## config.mk

```make
export PLATFORM = sky130hd
export DESIGN_NAME = ram_stream_ctrl_flat
export DESIGN_NICKNAME = d
export VERILOG_FILES = /design/src/rtl/cnn_buf_pkg.sv /design/src/rtl/ram_stream_ctrl_if.sv /design/src/rtl/stream_skid_fifo.sv /design/src/rtl/ram_stream_ctrl.sv /design/src/flat_wrapper.sv
export SDC_FILE = /design/constraint.sdc
export NUM_CORES = 1
export LEC_CHECK = 0
export ABC_AREA = 1
export BUFFER_PORTS_ARGS = -buffer_cell sky130_fd_sc_hd__buf_2
export CAP_MARGIN = 30
export CORE_MARGIN = 2
export CORE_UTILIZATION = 30
export CTS_CLUSTER_DIAMETER = 40
export DETAILED_ROUTE_END_ITERATION = 7
export PLACE_DENSITY_LB_ADDON = 0.2
export SLEW_MARGIN = 0
export SYNTH_ARGS = -nofsm -noshare
export SYNTH_HDL_FRONTEND = slang
export SYNTH_SLANG_ARGS = --single-unit
```

## constraint.sdc

```tcl
create_clock -name clk -period 3.2 [get_ports clk]
set_input_delay 0.16 -clock clk [delete_from_list [all_inputs] [get_ports clk]]
set_output_delay 0.16 -clock clk [all_outputs]
set_load 0.02 [all_outputs]
```

## src/rtl/cnn_buf_pkg.sv

```systemverilog
// Shared definitions for the RAM stream buffer controller.
//   RD_LATENCY_DEF : default RAM read latency in cycles
//   cnt_w()        : occupancy counter width for a given RAM address width
//   skid_cnt_w()   : entry counter width for a skid FIFO of a given depth
//   credit_ok()    : read-issue credit check against the output skid space
package cnn_buf_pkg;

    localparam int RD_LATENCY_DEF = 2;

    // Occupancy runs 0..2^addr_width inclusive, so it needs one extra bit.
    function automatic int cnt_w(input int addr_width);
        return addr_width + 1;
    endfunction

    function automatic int skid_cnt_w(input int depth);
        return $clog2(depth + 1);
    endfunction

    // A read may be issued only if every word already in flight, every word
    // held in the skid FIFO, and the new word still fit. An entry is charged
    // as still occupied unless this cycle pops it.
    function automatic logic credit_ok(input int inflight, input int held,
                                       input logic pop, input int depth);
        return (inflight + held + (pop ? 0 : 1)) < depth;
    endfunction

endpackage

```

## src/rtl/ram_stream_ctrl_if.sv

```systemverilog
// Valid/ready stream bundle.
//   valid : word present (source to sink)
//   ready : sink accepts the word (sink to source)
//   data  : word payload, DATA_WIDTH bits
// modport master drives valid/data, modport slave drives ready.
interface ram_stream_ctrl_if #(
    parameter int DATA_WIDTH = 10
) ();

    logic                  valid;
    logic                  ready;
    logic [DATA_WIDTH-1:0] data;

    modport master (output valid, output data, input ready);
    modport slave  (input valid, input data, output ready);

endinterface

```

## src/rtl/stream_skid_fifo.sv

```systemverilog
// Register-based FIFO that catches RAM read data on the output side.
//   clk, reset : clock, synchronous active-high reset
//   push, din  : write one entry
//   pop        : remove the head entry
//   dout       : head entry (zero after reset)
//   cnt        : number of entries held
//   empty      : cnt == 0
// The caller guarantees no push while full and no pop while empty.
module stream_skid_fifo
    import cnn_buf_pkg::*;
#(
    parameter int DATA_WIDTH = 10,
    parameter int DEPTH      = 4
) (
    input  logic                        clk,
    input  logic                        reset,
    input  logic                        push,
    input  logic [DATA_WIDTH-1:0]       din,
    input  logic                        pop,
    output logic [DATA_WIDTH-1:0]       dout,
    output logic [skid_cnt_w(DEPTH)-1:0] cnt,
    output logic                        empty
);

    localparam int PW = (DEPTH > 1) ? $clog2(DEPTH) : 1;

    logic [DATA_WIDTH-1:0] mem [DEPTH];
    logic [PW-1:0]         wr_ptr;
    logic [PW-1:0]         rd_ptr;

    function automatic logic [PW-1:0] ptr_next(input logic [PW-1:0] p);
        return (p == PW'(DEPTH - 1)) ? '0 : p + 1'b1;
    endfunction

    assign dout  = mem[rd_ptr];
    assign empty = (cnt == '0);

    always_ff @(posedge clk) begin
        if (reset) begin
            wr_ptr <= '0;
            rd_ptr <= '0;
            cnt    <= '0;
            for (int i = 0; i < DEPTH; i++) begin
                mem[i] <= '0;
            end
        end else begin
            if (push) begin
                mem[wr_ptr] <= din;
                wr_ptr      <= ptr_next(wr_ptr);
            end
            if (pop) begin
                rd_ptr <= ptr_next(rd_ptr);
            end
            case ({push, pop})
                2'b10:   cnt <= cnt + 1'b1;
                2'b01:   cnt <= cnt - 1'b1;
                default: cnt <= cnt;
            endcase
        end
    end

endmodule

```

## src/rtl/ram_stream_ctrl.sv

```systemverilog
// Stream-side controller for a pointer-addressed RAM buffer.
// Input stream words become RAM write strobes; RAM read strobes are issued
// against skid-FIFO credits so every returned word has a place to land, and
// the skid FIFO drives the output stream.
//   clk, reset   : clock, synchronous active-high reset (also resets RAM pointers)
//   s            : input stream (slave modport)
//   m            : output stream (master modport)
//   ram_wr_req   : RAM write strobe, ram_wr_data is s.data passed through
//   ram_rd_req   : RAM read strobe, ram_rd_data returns RD_LATENCY cycles later
//   count        : words held in RAM not yet read; full / empty flags
// Optional (macro RAM_STREAM_CTRL_STATS_EN):
//   max_count    : high-water mark of count since reset
//   stall_cnt    : saturating count of cycles with s.valid && !s.ready
module ram_stream_ctrl
    import cnn_buf_pkg::*;
#(
    parameter int DATA_WIDTH = 10,
    parameter int ADDR_WIDTH = 12,
    parameter int RD_LATENCY = RD_LATENCY_DEF,
    parameter int SKID_DEPTH = 4
) (
    input  logic                          clk,
    input  logic                          reset,
    ram_stream_ctrl_if.slave              s,
    ram_stream_ctrl_if.master             m,
    output logic                          ram_wr_req,
    output logic [DATA_WIDTH-1:0]         ram_wr_data,
    output logic                          ram_rd_req,
    input  logic [DATA_WIDTH-1:0]         ram_rd_data,
    output logic [cnt_w(ADDR_WIDTH)-1:0]  count,
    output logic                          full,
    output logic                          empty
`ifdef RAM_STREAM_CTRL_STATS_EN
    ,
    output logic [cnt_w(ADDR_WIDTH)-1:0]  max_count,
    output logic [31:0]                   stall_cnt
`endif
);

    localparam int CW = cnt_w(ADDR_WIDTH);
    localparam int SW = skid_cnt_w(SKID_DEPTH);
    localparam logic [CW-1:0] CAPACITY = {1'b1, {ADDR_WIDTH{1'b0}}};

    logic                  wr_fire;
    logic                  pop;
    logic [RD_LATENCY-1:0] rd_pipe;
    logic [SW-1:0]         skid_cnt;
    logic                  skid_empty;
    int                    inflight;

    assign full        = (count == CAPACITY);
    assign empty       = (count == '0);
    assign s.ready     = !full;
    assign wr_fire     = s.valid && s.ready;
    assign ram_wr_req  = wr_fire;
    assign ram_wr_data = s.data;

    assign m.valid  = !skid_empty;
    assign pop      = m.valid && m.ready;
    assign inflight = $countones(rd_pipe);

    assign ram_rd_req = !empty && credit_ok(inflight, int'(skid_cnt), pop, SKID_DEPTH);

    // A write and a read in the same cycle cancel; the RAM makes a word
    // written this cycle readable next cycle, which the registered count
    // already reflects.
    always_ff @(posedge clk) begin
        if (reset) begin
            count <= '0;
        end else if (wr_fire && !ram_rd_req) begin
            count <= count + 1'b1;
        end else if (!wr_fire && ram_rd_req) begin
            count <= count - 1'b1;
        end
    end

    // Bit k set means a read issued k+1 cycles ago; the top bit marks the
    // cycle its data is on ram_rd_data.
    always_ff @(posedge clk) begin
        if (reset) begin
            rd_pipe <= '0;
        end else begin
            rd_pipe <= (rd_pipe << 1) | RD_LATENCY'(ram_rd_req);
        end
    end

    stream_skid_fifo #(
        .DATA_WIDTH (DATA_WIDTH),
        .DEPTH      (SKID_DEPTH)
    ) u_skid (
        .clk   (clk),
        .reset (reset),
        .push  (rd_pipe[RD_LATENCY-1]),
        .din   (ram_rd_data),
        .pop   (pop),
        .dout  (m.data),
        .cnt   (skid_cnt),
        .empty (skid_empty)
    );

`ifdef RAM_STREAM_CTRL_STATS_EN
    always_ff @(posedge clk) begin
        if (reset) begin
            max_count <= '0;
            stall_cnt <= '0;
        end else begin
            if (count > max_count) begin
                max_count <= count;
            end
            if (s.valid && !s.ready && (stall_cnt != '1)) begin
                stall_cnt <= stall_cnt + 1'b1;
            end
        end
    end
`endif

endmodule

```

## src/flat_wrapper.sv

```systemverilog
// flat-port wrapper written by rule: the top's interface ports become plain ports
module ram_stream_ctrl_flat import cnn_buf_pkg::*;
#(
    parameter int DATA_WIDTH = 10,
    parameter int ADDR_WIDTH = 12,
    parameter int RD_LATENCY = RD_LATENCY_DEF,
    parameter int SKID_DEPTH = 4
)
  (clk, reset, ram_wr_req, ram_wr_data, ram_rd_req, ram_rd_data, count, full, empty, s_valid, s_data, s_ready, m_valid, m_data, m_ready);
  ram_stream_ctrl_if #(.DATA_WIDTH(DATA_WIDTH)) s_i ();
  ram_stream_ctrl_if #(.DATA_WIDTH(DATA_WIDTH)) m_i ();
  input  logic clk;
  input  logic reset;
  output logic ram_wr_req;
  output logic [DATA_WIDTH-1:0] ram_wr_data;
  output logic ram_rd_req;
  input  logic [DATA_WIDTH-1:0] ram_rd_data;
  output logic [cnt_w(ADDR_WIDTH)-1:0] count;
  output logic full;
  output logic empty;
  input wire logic [$bits(s_i.valid)-1:0] s_valid;
  input wire logic [$bits(s_i.data)-1:0] s_data;
  output wire logic [$bits(s_i.ready)-1:0] s_ready;
  output wire logic [$bits(m_i.valid)-1:0] m_valid;
  output wire logic [$bits(m_i.data)-1:0] m_data;
  input wire logic [$bits(m_i.ready)-1:0] m_ready;
  assign s_i.valid = s_valid;
  assign s_i.data = s_data;
  assign s_ready = s_i.ready;
  assign m_valid = m_i.valid;
  assign m_data = m_i.data;
  assign m_i.ready = m_ready;
  ram_stream_ctrl #(.DATA_WIDTH(DATA_WIDTH), .ADDR_WIDTH(ADDR_WIDTH), .RD_LATENCY(RD_LATENCY), .SKID_DEPTH(SKID_DEPTH)) u_core (.clk(clk), .reset(reset), .s(s_i), .m(m_i), .ram_wr_req(ram_wr_req), .ram_wr_data(ram_wr_data), .ram_rd_req(ram_rd_req), .ram_rd_data(ram_rd_data), .count(count), .full(full), .empty(empty));
endmodule
```

==> impl_results.md, run 1 <==
- Status: finished, final reports clean
- Clock Latency Late Sink: 0.33 ns
- PwrDens: 1215 nW/µm²
- Worst R2R Start: u_core.u_skid.cnt[0]$_SDFFE_PP0P_
- Post-synth EDFFs: 40
- WL final: 8721 µm
- First-pass GRT wire length: 13770 µm
- Initial antenna violation count: 0
- Endpoints failing hold: 0
- Max rail drop VDD: 505.7 µV
- RR Endpoint: u_core.count[5]$_SDFFE_PP0P_
- Layout area overhead: 17.80%
- Vias in the first global route: 2830
- Drt via density: 4.548
- Ant. Diodes: 0
- Setup CP Type: reg2reg
- Mux cell area share after synthesis: 0%
- Seq/Total Area, Yosys: 46.55%
- Number of port buffers: 42
- Overall die area: 12930 µm²
- Main synth FF type: edfxtp_1
- Simple-Gate Fraction of Synth Area: 22.76%
- Setup crit start: u_core.u_skid.cnt[0]$_SDFFE_PP0P_
- Design area: 4255 µm²
- Via count: 2911
- Reg2Reg Setup Slack: 0.30 ns
- DIE WIDTH: 113.7 µm
- CTS Buffer Depth: 2
- DP HPWL: 6134 µm
- Clock sinks: 64
- Total CTS buffers: 9
- Clock-pin slew on the worst setup and hold paths: 0.06 ns
- Hold path cells: 3
- Largest fanout on the critical path: 6
- Post-synthesis average cell area: 7.956 µm²
- CTS root buf: clkbuf_16
- Setup violators final: 0
- Complex-gate fraction of the synthesized area: 9.179%
- Max Cap Viol: 0
- DR pass1 iterations: 4
- Xor and xnor area share after synthesis: 1.455%
- Post-DRT Antenna Nets: 0
- GP Congestion: 0.8389
- CTS tree: done
- Pin count of the biggest net entering global routing: 22
- Hold Slack: 0.1696 ns
- Max Slew Vio Count: 0
- Mapped Cells: 454
- Adder-cell share of the synthesized area: 7.343%
- Clk_skew: 0.008326 ns
- Synth Cell Area: 3612 µm²
- DR iter-0 viols: 139
- Per-cell routed wire length: 13.63 µm
- Hold Path Sink: u_core.u_skid.mem[3][2]$_DFFE_PP_
- Min-Delay Path Class: in2reg
- Largest family of logic cells by synthesized area: simple AND/OR/NAND/NOR gates
- DRC errors left: 0
- Peak Freq: 344.8 MHz
- Share of cells above drive strength 1: 15.42%
- Final #Nets: 532
- RSZ-0062 raised after global routing: false
- Pleak: 2.081 nW
- Tcrit/Tclk final: 90.62%
- Global route total overflow: 0
- CP Launch Type: register
- Tot GR Track Use: 13.91%
- Required @ worst endpoint: 3.43 ns
- WP data arrival: 3.13 ns
- H-tree lvl count: 3
- Area after DPL: 3877 µm²
- CP endpoint kind: register
- FFs w/ async S/R, synth: 0%
- Standard-cell rows: 40
- Synth unique cells: 28
- Chip height: 113.7 µm
- Worst rel slew slack: 59.93%
- Post-CTS Hold Buffers: 0
- Core area: 11860 µm²
- Worst Tran Pin Value: 0.6004 ns
- # IOs: 63
- Fin Setup TNS: 0 ns
- HP Start: ram_rd_data[2]
- Post-layout minimum cycle time: 2.900 ns
- Total power: 0.005171 W
- Synth Register Bits: 64
- Post-Syn Nets: 498
- Synth warn: 0
- R2R depth: 19
- Initial Util: 30.45%
- Final core occ: 35.88%
[layout make-up]
class | instances | area (µm²)
timing repair buffer | 46 | 240.2
sequential | 64 | 1682
fill | 1253 | 7606
timing repair inverter | 1 | 7.507
multi-input combinational | 284 | 1486
inverter | 82 | 311.5
clock buffer | 9 | 225.2
clock inverter | 7 | 118.9
tap | 147 | 183.9
[repair_timing]
item                                    in CTS  in global routing
endpoints found under the setup margin       0                 10
setup buffers                                0                  1
gates resized for setup                      0                  5
[layer usage]
layer	wire length (µm)	global-route usage, %
met5	0	0
met4	131	4.715
met3	432	4.410
met2	4142	24.19
met1	4015	16.27
[registers in the layout, indices dropped and copies added (netlist names), named ones only]
signal	count
u_core.u_skid.mem	40
u_core.count	13
u_core.u_skid.cnt	3
u_core.rd_pipe	2
u_core.u_skid.rd_ptr	2
u_core.u_skid.wr_ptr	2
[cells in the final DEF, fill, tap and decap left out, types with 8 or more instances in the layout]
master and instances:
buf_2 42, nand2_1 72, dfxtp_1 24, nor2_1 85
o22ai_1 10, a21oi_1 17, edfxtp_1 40, nand3_1 20
ha_1 17, clkbuf_16 9, inv_1 79, nand4_1 8
o21ai_0 33
[power breakdown]
part           internal, W  total (W)  switching, W
clock             0.000762    0.00113      0.000369
sequential         0.00108    0.00121      0.000130
combinational      0.00101    0.00283       0.00182
[cells in the mapped netlist (4+ instances only)]
library cell / count / area, µm²
nor2_1: 85 / 319.1
inv_1: 80 / 300.3
nand2_1: 73 / 274.0
edfxtp_1: 40 / 1201
o21ai_0: 33 / 165.2
dfxtp_1: 24 / 480.5
nand3_1: 20 / 100.1
ha_1: 18 / 225.2
a21oi_1: 17 / 85.08
buf_4: 11 / 82.58
o22ai_1: 10 / 62.56
nand4_1: 8 / 50.05
clkbuf_1: 7 / 26.28
buf_2: 4 / 20.02
xnor2_1: 4 / 35.03
[per-stage QoR]
stage	std cells	setup WS, ns
2_1_floorplan	454	0.2752
3_3_place_gp	622	0.1657
3_5_place_dp	622	0.07569
4_1_cts	638	0.07021
5_1_grt	640	0.009254
6_report	640	0.3001
[cells by family after synthesis]
kind of cell / count (synthesis)
adders and majority gates: 20
DFF: 64
xor gates and xnor gates: 6
and+or+nand+nor: 196
buffers and inverters: 106
AOI/OAI and AO/OA: 62
[critical path, cell delays in order, from the launching register on]
cell        delay [ns]
dfxtp_1           0.34
inv_1             0.09
nand3_1           0.11
nand2_1           0.10
ha_1              0.29
nand2_1           0.04
inv_1             0.04
o21ai_0           0.06
nand4_1           0.16
ha_4              0.22
clkinvlp_4        0.19
ha_1              0.41
nand2_1           0.14
nand3_2           0.15
nand2_1           0.09
nand2_1           0.08
xnor2_1           0.14
nand2_1           0.06
nand2_1           0.07
inv_1             0.03
[worst max path at each step]
stage | end | slack (ns) | depth (start not counted)
after CTS | u_core.count[11]$_SDFFE_PP0P_ | 0.07 | 19
after global placement | u_core.count[5]$_SDFFE_PP0P_ | 0.17 | 19
after global routing | u_core.count[11]$_SDFFE_PP0P_ | 0.009 | 21
final | u_core.count[5]$_SDFFE_PP0P_ | 0.30 | 19
after detailed placement | u_core.count[11]$_SDFFE_PP0P_ | 0.08 | 19
after floorplan | u_core.count[7]$_SDFFE_PP0P_ | 0.28 | 15
(Power assumes the default switching activity.)
==> inputs of run 2 (changes only) <==
Settings changed: CELL_PAD_IN_SITES_DETAIL_PLACEMENT from default to 2, CELL_PAD_IN_SITES_GLOBAL_PLACEMENT from default to 2.
==> impl_results.md, run 2 (synthesized netlist as in run 1, its figures left out) <==
- RSZ-0062 raised after global routing: false
- CP endpoint kind: register
- Via count: 3040 (+4.4%)
- Final #Nets: 536 (+0.75%)
- Most Frequent Cell on Critical Path: nand2_1
- Setup CP Type: reg2reg
- WP data arrival: 3.11 ns (-0.02 ns)
- Layout area overhead: 18.84%
- # IOs: 63 (unchanged)
- Clock Latency Late Sink: 0.33 ns (about the same)
- Vias in the first global route: 3198 (+13%)
- Chip height: 113.7 µm (unchanged)
- Number of port buffers: 42 (unchanged)
- CTS tree: done
- Most flop-heavy register: u_core.u_skid.mem
- Fillers: 1377 (+9.9%)
- Worst rel slew slack: 60.11% (+0.18 points)
- CP Launch Type: register
- Total CTS buffers: 9 (unchanged)
- Share of cells above drive strength 1: 18.31% (+2.9 points)
- Largest fanout on the critical path: 5 (-1)
- Biggest regs: u_core.u_skid.mem x40, u_core.count x13, u_core.u_skid.cnt x3
- Commonest cells after routing, fill and taps aside: 85 x nor2_1, 78 x inv_1, 71 x nand2_1, 42 x buf_2, 40 x edfxtp_1
- Max rail drop VDD: 420.3 µV (-17%)
- Post-DRT Antenna Nets: 0 (unchanged)
- DP HPWL: 7455 µm (+22%)
- Standard-cell rows: 40 (unchanged)
- Clk_skew: 0.005909 ns (-0.002417 ns)
- Overall die area: 12930 µm² (unchanged)
- PwrDens: 1224 nW/µm² (+0.71%)
- Endpoints failing hold: 0 (unchanged)
- Area of the multi-input gates: 1549 µm² (+4.2%)
- Drt via density: 4.720 (+3.8%)
- DIE WIDTH: 113.7 µm (unchanged)
- DR iter-0 viols: 91 (-35%)
- Post-layout minimum cycle time: 2.885 ns (-0.01508 ns)
- DR pass1 iterations: 4 (unchanged)
- Initial Util: 30.45% (unchanged)
- Initial antenna violation count: 0 (unchanged)
- H-tree lvl count: 3 (unchanged)
- Core area: 11860 µm² (unchanged)
- Required @ worst endpoint: 3.42 ns (about the same)
- Per-cell routed wire length: 15.68 µm (+15%)
- Max FFs per register: 40 (unchanged)
- Tot GR Track Use: 16.32% (+2.4 points)
- Clock-pin slew on the worst setup and hold paths: 0.06 ns (about the same)
- Global route total overflow: 0 (unchanged)
- WP buf/inv: 6 (+2)
- Min-Delay Path Class: in2reg
- WL final: 10100 µm (+16%)
- Fin Setup TNS: 0 ns (unchanged)
- Pin count of the biggest net entering global routing: 22 (unchanged)
- Tcrit/Tclk final: 90.15% (-0.47 points)
- Max Cap Viol: 0 (unchanged)
- Status: finished, final reports clean
- DRC errors left: 0 (unchanged)
- Worst Tran Pin Value: 0.5977 ns (-0.002723 ns)
- Clock sinks: 64 (unchanged)
- CTS root buf: clkbuf_16
- Most common cell after layout, fill and taps aside: nor2_1
- Slowest Stage Delay on Critical Path: 0.31 ns (-0.10 ns)
- Max Slew Vio Count: 0 (unchanged)
- Setup violators final: 0 (unchanged)
- Ant. Diodes: 0 (unchanged)
- Peak Freq: 346.6 MHz (+0.52%)
- Crit-path leading delay family: simple AND/OR/NAND/NOR gates
- Crit-path cells: inv_1, nand3_2, nand2_1, ha_1, nand2_1, inv_1, o21ai_1, nand4_1, ha_2, inv_1, buf_4, ha_2, nand2_2, inv_1, nand2_1, nand2_1, nand2_1, nand3_1, nand2_1, nand3_1, nand2_1, inv_1
- Sequential cell area: 1683 µm² (about the same)
- Total power: 0.005253 W (+1.6%)
- First-pass GRT wire length: 16240 µm (+18%)
- Slowest cell on the critical path: ha_2
- CTS Buffer Depth: 2 (unchanged)
- Post-CTS Hold Buffers: 0 (unchanged)
- Pleak: 2.085 nW (+0.22%)
- GP Congestion: 0.7607 (-9.3%)
run 2: area by class of cell:
type / instances / share of cell area [%]
Clock buffer: 9 / 5.246
Clock inverter: 7 / 1.457
Inverter: 82 / 7.170
Multi-Input combinational cell: 284 / 36.08
Sequential cell: 64 / 39.20
Tap cell: 147 / 4.284
Timing Repair Buffer: 51 / 6.558
run 2: power by group:
part,switching [W],internal [W]
Combinational,0.00197,0.00111
Sequential,0.000150,0.00108
Clock,0.000355,0.000594
Total,0.00247,0.00278
run 2: stage by stage:
stage / setup slack (ns) / hold WS, ns / util (%) / instance area (µm²) / instances
2_1_floorplan: 0.2752 / 0.4031 / - / 3612 / 454
3_3_place_gp: 0.2723 / 0.3201 / 32.88 / 3900 / 625
3_5_place_dp: 0.1254 / 0.3201 / 32.88 / 3900 / 625
4_1_cts: 0.09013 / 0.1800 / 35.31 / 4188 / 641
5_1_grt: 0.01301 / 0.1970 / 36.19 / 4293 / 644
6_report: 0.3152 / 0.1845 / 36.19 / 4293 / 644
run 2: layer usage:
layer	share of wire, %	vias to the layer above	track usage [%]	routed length (µm)
met5	0	-	0	0
li1	-	1514	-	-
met3	2.6	6	3.560	259
met1	42	1486	19.02	4245
met4	0.67	0	4.390	68
met2	55	34	30.22	5527
run 2: path summary, 6_finish.rpt:
kind,startpoint,endpoint,slack (ns),cells past startpoint
worst min-delay path,ram_rd_data[9],u_core.u_skid.mem[1][9]$_SDFFCE_PN0P_,0.18,3
worst max register to register,u_core.u_skid.cnt[2]$_SDFFE_PP0P_,u_core.count[12]$_SDFFE_PP0P_,0.32,22
worst min register to register,u_core.rd_pipe[0]$_SDFF_PP0_,u_core.rd_pipe[1]$_SDFF_PP0_,0.43,2
worst max-delay path,u_core.u_skid.cnt[2]$_SDFFE_PP0P_,u_core.count[12]$_SDFFE_PP0P_,0.32,22
run 2: tightest hold or removal path, stage by stage:
cell and delay [ns]:
buf_2 0.07, inv_1 0.06, nor2_1 0.10
run 2: what timing repair did:
| item | in CTS | in global routing |
|---|---|---|
| buffers inserted | 0 | 3 |
| setup endpoints to repair | 0 | 9 |
| gates resized for setup | 0 | 18 |
